===== src/rtl/uart_rx_deframer.sv =====
// uart_rx_deframer
// Pulls framed packets (SYNC, LEN, payload, CSUM) out of the UART receive
// byte stream. Payload is held in a local buffer until the checksum has been
// verified, then drained over a ready/valid byte interface with a last flag.
//
// state     | meaning
// ----------+---------------------------------------------------------------
// S_SYNC    | hunting for SYNC_BYTE, everything else ignored
// S_LEN     | next byte is the payload length
// S_PAYLOAD | storing payload bytes into the buffer, accumulating checksum
// S_CSUM    | next byte is the checksum, decides accept/discard
// S_DRAIN   | streaming the verified payload downstream, new bytes dropped
module uart_rx_deframer #(
  parameter int          CLK_HZ    = 12_500_000,
  parameter int          BAUDRATE  = 115200,
  parameter logic [7:0]  SYNC_BYTE = 8'hA5,
  parameter int          MAX_LEN   = 64,
  parameter int          TIMEOUT   = (CLK_HZ / BAUDRATE) * 40
) (
  input  logic        clk,
  input  logic        rst,
  input  logic [7:0]  rx_data,
  input  logic        rx_valid,
  output logic [7:0]  m_data,
  output logic        m_valid,
  input  logic        m_ready,
  output logic        m_last,
  output logic        frame_ok,
  output logic        frame_err,
  output logic [1:0]  err_code,
  output logic [15:0] drop_count
);

  // Length register must hold MAX_LEN itself; buffer index only needs 0..MAX_LEN-1.
  // MAX_LEN is assumed to fit in the 8-bit LEN field.
  localparam int LW = $clog2(MAX_LEN + 1);
  localparam int PW = (MAX_LEN > 1) ? $clog2(MAX_LEN) : 1;
  localparam int TW = (TIMEOUT > 1) ? $clog2(TIMEOUT) : 1;

  localparam logic [TW-1:0] TMO_LOAD  = TW'(TIMEOUT - 1);
  localparam logic [8:0]    MAX_LEN_V = 9'(MAX_LEN);

  localparam logic [1:0] ERR_LEN  = 2'd1;
  localparam logic [1:0] ERR_CSUM = 2'd2;
  localparam logic [1:0] ERR_TMO  = 2'd3;

  typedef enum logic [2:0] {
    S_SYNC,
    S_LEN,
    S_PAYLOAD,
    S_CSUM,
    S_DRAIN
  } state_t;

  state_t          state_q;
  state_t          state_d;

  logic            rx_valid_q;
  logic            byte_stb;

  logic [LW-1:0]   len_q;
  logic [LW-1:0]   wr_ptr_q;
  logic [LW-1:0]   rd_ptr_q;
  logic [7:0]      acc_q;
  logic [7:0]      csum_sum;
  logic [TW-1:0]   tmo_cnt_q;
  logic [7:0]      buf_mem [MAX_LEN];

  logic            in_frame;
  logic            tmo_hit;
  logic            len_bad;
  logic            csum_good;
  logic            pay_done;
  logic            last_beat;
  logic            rd_hs;

  logic            ok_set;
  logic            err_set;
  logic [1:0]      err_val;

  // One byte per rising edge of the level-style rx_valid. The delayed copy
  // resets high so a valid already asserted at reset exit is not taken.
  assign byte_stb = rx_valid & ~rx_valid_q;

  assign in_frame  = (state_q == S_LEN) | (state_q == S_PAYLOAD) | (state_q == S_CSUM);
  assign tmo_hit   = in_frame & ~byte_stb & (tmo_cnt_q == '0);
  assign len_bad   = (rx_data == 8'd0) | ({1'b0, rx_data} > MAX_LEN_V);
  assign csum_sum  = acc_q + rx_data;
  assign csum_good = (csum_sum == 8'd0);
  assign pay_done  = (wr_ptr_q == len_q - LW'(1));
  assign last_beat = (rd_ptr_q == len_q - LW'(1));

  // The buffer read is combinational, so data and last follow rd_ptr directly
  // and stay put while the consumer stalls.
  assign m_valid = (state_q == S_DRAIN);
  assign m_last  = m_valid & last_beat;
  assign m_data  = m_valid ? buf_mem[rd_ptr_q[PW-1:0]] : 8'h00;
  assign rd_hs   = m_valid & m_ready;

  // Edge detector history for rx_valid.
  always_ff @(posedge clk or negedge rst) begin
    if (!rst) begin
      rx_valid_q <= 1'b1;
    end else begin
      rx_valid_q <= rx_valid;
    end
  end

  // FSM state register.
  always_ff @(posedge clk or negedge rst) begin
    if (!rst) begin
      state_q <= S_SYNC;
    end else begin
      state_q <= state_d;
    end
  end

  // Next-state decode plus accept/discard decisions; timeout overrides the
  // per-state decode but never coincides with a byte strobe.
  always_comb begin
    state_d = state_q;
    ok_set  = 1'b0;
    err_set = 1'b0;
    err_val = ERR_LEN;
    case (state_q)
      S_SYNC: begin
        if (byte_stb && (rx_data == SYNC_BYTE)) begin
          state_d = S_LEN;
        end
      end
      S_LEN: begin
        if (byte_stb) begin
          if (len_bad) begin
            err_set = 1'b1;
            err_val = ERR_LEN;
            state_d = S_SYNC;
          end else begin
            state_d = S_PAYLOAD;
          end
        end
      end
      S_PAYLOAD: begin
        if (byte_stb && pay_done) begin
          state_d = S_CSUM;
        end
      end
      S_CSUM: begin
        if (byte_stb) begin
          if (csum_good) begin
            ok_set  = 1'b1;
            state_d = S_DRAIN;
          end else begin
            err_set = 1'b1;
            err_val = ERR_CSUM;
            state_d = S_SYNC;
          end
        end
      end
      S_DRAIN: begin
        if (rd_hs && last_beat) begin
          state_d = S_SYNC;
        end
      end
      default: begin
        state_d = S_SYNC;
      end
    endcase
    if (tmo_hit) begin
      err_set = 1'b1;
      err_val = ERR_TMO;
      state_d = S_SYNC;
    end
  end

  // Length, checksum accumulator and buffer pointers.
  always_ff @(posedge clk or negedge rst) begin
    if (!rst) begin
      len_q    <= '0;
      acc_q    <= 8'h00;
      wr_ptr_q <= '0;
      rd_ptr_q <= '0;
    end else begin
      if (byte_stb && (state_q == S_LEN)) begin
        len_q    <= rx_data[LW-1:0];
        acc_q    <= rx_data;
        wr_ptr_q <= '0;
      end
      if (byte_stb && (state_q == S_PAYLOAD)) begin
        acc_q    <= acc_q + rx_data;
        wr_ptr_q <= wr_ptr_q + LW'(1);
      end
      if (byte_stb && (state_q == S_CSUM)) begin
        rd_ptr_q <= '0;
      end
      if (rd_hs) begin
        rd_ptr_q <= rd_ptr_q + LW'(1);
      end
    end
  end

  // Payload storage; contents are don't-care until written, so no reset.
  always_ff @(posedge clk) begin
    if (byte_stb && (state_q == S_PAYLOAD)) begin
      buf_mem[wr_ptr_q[PW-1:0]] <= rx_data;
    end
  end

  // Inter-byte timeout: down-counter reloaded on every byte and whenever no
  // frame is being assembled; terminal count at zero.
  always_ff @(posedge clk or negedge rst) begin
    if (!rst) begin
      tmo_cnt_q <= TMO_LOAD;
    end else if (byte_stb || !in_frame) begin
      tmo_cnt_q <= TMO_LOAD;
    end else if (tmo_cnt_q != '0) begin
      tmo_cnt_q <= tmo_cnt_q - TW'(1);
    end
  end

  // Status pulses, sticky error cause and saturating overrun counter.
  always_ff @(posedge clk or negedge rst) begin
    if (!rst) begin
      frame_ok   <= 1'b0;
      frame_err  <= 1'b0;
      err_code   <= 2'd0;
      drop_count <= 16'h0000;
    end else begin
      frame_ok  <= ok_set;
      frame_err <= err_set;
      if (err_set) begin
        err_code <= err_val;
      end
      if (byte_stb && (state_q == S_DRAIN) && (drop_count != 16'hFFFF)) begin
        drop_count <= drop_count + 16'd1;
      end
    end
  end

endmodule

===== config.mk =====
export PLATFORM = sky130hd
export DESIGN_NAME = uart_rx_deframer
export DESIGN_NICKNAME = d
export VERILOG_FILES = /design/src/rtl/uart_rx_deframer.sv
export SDC_FILE = /design/constraint.sdc
export NUM_CORES = 1
export LEC_CHECK = 0
export ABC_CLOCK_PERIOD_IN_PS = 3190
export CAP_MARGIN = 20
export CORE_UTILIZATION = 28
export DETAILED_ROUTE_END_ITERATION = 12
export DONT_BUFFER_PORTS = 1
export GPL_ROUTABILITY_DRIVEN = 1
export PLACE_DENSITY = 0.47
export SLEW_MARGIN = 15
export SYNTH_ARGS = -nofsm -noshare
export SYNTH_HDL_FRONTEND = slang
export SYNTH_SLANG_ARGS = --single-unit

===== constraint.sdc =====
create_clock -name clk -period 3.19 [get_ports clk]
set_input_delay 0.638 -clock clk [delete_from_list [all_inputs] [get_ports clk]]
set_output_delay 0.638 -clock clk [all_outputs]
set_load 0.05 [all_outputs]

==> impl_results.md <==
- Worst Max-Slew Pin Slew: around 940 ps
- Clock transition at the registers of the reported paths: around 70 ps
- Skew final: roughly 25 ps
- Yosys Warn Count: 0
- Initial antenna violation count: 0
- Final core utilization: approximately a third
- CP dominant cell by count: buf_12
- Seq cells post-synth: around 580
- Largest net degree at the start of global routing: 71
- Fmax: ~260 MHz
- 1st-pass router iterations: 5
- Fillers: 7,765
- DRC violations left: 0
- CTS sink count: a little under 600
- Height of the die: 292 um
- DR WL/cell: roughly 23 um
- Max incr delay on CP: 560 ps
- Sequential share of the synthesized area: between 70 and 80%
- Tcrit/Tclk final: 120%
- HP Class: in2reg
- Synth area leaders: edfxtp_1 (65%), mux4_2 (15%), dfrtp_1 (6.1%)
- WP data required: around 2600 ps
- Crit path cell chain: buf_12 > buf_12 > buf_16 > buf_12 > mux4_2 > mux4_2 > a22oi_2 > nand2_1 > buf_6
- Pwr dens: ~590 nW/um^2
- Slew Limit Fails: 0
- DRT iter0 DRCs: 971
- H-Tree Depth: 2
- Max IR drop VDD: 428 uV
- CTS tree: yes
- Port bufs: 0
- Worst path slowest cell: mux4_2
- I/O pins: between 40 and 50
- Total gr overflow: 0
- Worst path top cell family by delay: multiplexers
- Fin area: between 20,000 and 30,000 sq um
- Clock Latency Late Sink: 640 ps
- Critical Path AT: around 3200 ps
- CTS buffer count: 60
- Die area: between 80,000 and 90,000 sq um
- Placed Area: approximately 26,000 sq um
- Layout overhead on the synthesized area: 20.5%
- Clock root cell: clkbuf_16
- Number of global-route vias before repair: 12,600
- First-pass GRT wire length: a little under 90 mm
- Setup ws final: -630 ps
- Placed cells: ~2,400
- Status: finished, violations left
- Vias/cell: ~4.8
- Row count: approximately 110
- Slew margin rel.: a little under two fifths
- Critical path fanouts, max: 7
- Routability Congestion: 0.795
- Top FF cell, synth: edfxtp_1
- Bufs and invs on worst path: 5
- DP HPWL: ~36 mm
- Critical path type: reg2out
- Max-cap viol count: 0
- Mapped Cells: around 1,200
- FFs w/ async S/R, synth: between 10% and 20%
- Nets: between 1,000 and 1,500
- Leading area contributor after synthesis: edfxtp_1
- CP endpoint kind: primary output
- Die W: about 300 um
- Ant. Diodes: 0
- Initial Util: 28.5%
- Syn avg cell area: ~19 sq um
- Failing checks: negative setup slack
- Final Hold Fails: 0
- Mapped Nets: 1,264
- Final setup viols: 9
- Minimum clock period after layout: 3820 ps
- EDFF count, synth: between 500 and 600
- Post-route ant nets: 0
- RSZ-0062 raised after global routing: true
- Via count: around 12,000
- Worst setup SP type: register
- Mapped Area: 23,500 sq um
- Non-Filler Instances: between 2,000 and 3,000
- Post-synth cell types: 58
- CTS Buffer Depth: 3
- Layout cells sized above 1: between 30% and 40%
- Drt total wl: 59.0 mm
- Leakage power total: 9.06 nW
- Core Region: ~83,000 sq um
- Total track usage: ~14%
- Top cell type's share of synthesized area: between 60% and 70%
## per-stage QoR
| step | hold WS (ps) | setup slack (ps) | setup TNS [ps] | total power [mW] |
|---|---|---|---|---|
| 2_1_floorplan | 342 | 138 | 0 | 9.62 |
| 6_report | 109 | -630 | -4740 | 16.8 |
| 5_1_grt | 69.0 | -700 | -5470 | 17.4 |
| 3_3_place_gp | 345 | -188 | -319 | 9.86 |
| 4_1_cts | 55.7 | -697 | -5480 | 16.9 |
| 3_5_place_dp | 344 | -164 | -313 | 9.88 |
## kinds of logic (layout without fill, tap and decap cells)
logic type	count (synthesis)	after routing	share of synthesized area (%)
xor+xnor	44	44	1.64
simple gates	275	275	5.51
compound gates	89	89	2.54
mux	168	168	15.7
fa+ha+maj	15	15	0.820
buf+inv	69	282	1.33
flops	578	578	72.5
## worst paths after layout
check | start | depth (start not counted) | endpoint | slack (ps)
setup / recovery | rd_ptr_q[0]$_DFFE_PN0P_ | 9 | m_data[7] | -630
max in group asynchronous | rst | 2 | tmo_cnt_q[3]$_DFFE_PN1N_ | 2290
setup reg to reg | acc_q[0]$_DFFE_PN0P_ | 8 | frame_err$_DFF_PN0_ | 290
hold / removal | rx_data[1] | 0 | buf_mem[56][1]$_DFFE_PP_ | 110
min in group asynchronous | rst | 2 | drop_count[9]$_DFFE_PN0P_ | 580
hold reg to reg | acc_q[0]$_DFFE_PN0P_ | 2 | acc_q[0]$_DFFE_PN0P_ | 480
## flip-flops by register name, indices dropped and copies added, names as in the netlist
| name | cells |
|---|---|
| acc_q | 8 |
| buf_mem | 512 |
| drop_count | 16 |
| err_code | 2 |
| frame_err | 1 |
| frame_ok | 1 |
| len_q | 7 |
| rd_ptr_q | 7 |
| rx_valid_q | 1 |
| state_q | 3 |
| tmo_cnt_q | 13 |
| wr_ptr_q | 7 |
## Yosys cell counts, types with 5 or more instances
library cell	count
nand3_1	30
inv_1	8
or3_1	9
mux4_2	160
nor4_1	10
edfxtp_1	512
nand2_1	64
ha_1	13
o21ai_0	27
a22oi_1	23
nor3b_1	5
buf_2	19
nor2_1	99
dfstp_2	9
nor2b_1	7
xor2_1	14
buf_1	8
clkbuf_1	28
nor3_1	14
mux2_2	6
a21oi_1	8
and3_1	9
nand3b_1	5
nand4_1	7
xnor2_1	30
dfrtp_1	57
## placed cells by master, fill, tap and decap left out, types with 27 or more instances in the layout
| cell | netlist | layout |
|---|---|---|
| nand3_1 | 30 | 30 |
| nor2_1 | 99 | 98 |
| dfrtp_1 | 57 | 53 |
| o21ai_0 | 27 | 27 |
| clkbuf_16 | 0 | 61 |
| mux4_2 | 160 | 160 |
| nand2_1 | 64 | 59 |
| edfxtp_1 | 512 | 512 |
| buf_4 | 2 | 123 |
| xnor2_1 | 30 | 29 |
## final cells by class
class	count	area (sq um)	area share (%)
flip-flops and latches	578	17100	60.2
multi-input cells	591	6300	22.2
repair buffers	161	1670	5.88
clock buffers	70	1560	5.50
well taps	1070	1340	4.73
clock inverters	42	375	1.33
inverters	9	33.8	0.119
## report_power, final
part / leakage [nW] / switching, mW / internal [mW]
clock: 0.948 / 2.99 / 3.91
combinational: 2.67 / 0.678 / 0.594
sequential: 5.44 / 0.201 / 8.39
total: 9.06 / 3.87 / 12.9
## what timing repair did
action / in CTS / in global routing
hold buffers: 3 / 0
pin swaps: 10 / 5
cloned: 5 / 1
endpoints found under the hold margin: 67 / 0
setup endpoints to repair: 9 / 9
gates resized for setup: 38 / 12
buffers inserted: 12 / 2
## per-layer routing
layer  track usage [%]  up-vias  routed length, um
li1                  -     5351                  -
met1              19.3     6442              26500
met2              23.0      266              28600
met3              2.37       81               2690
met4              3.45        0               1180
met5                 0        -                  0
Power figures use the tool's default switching activity.
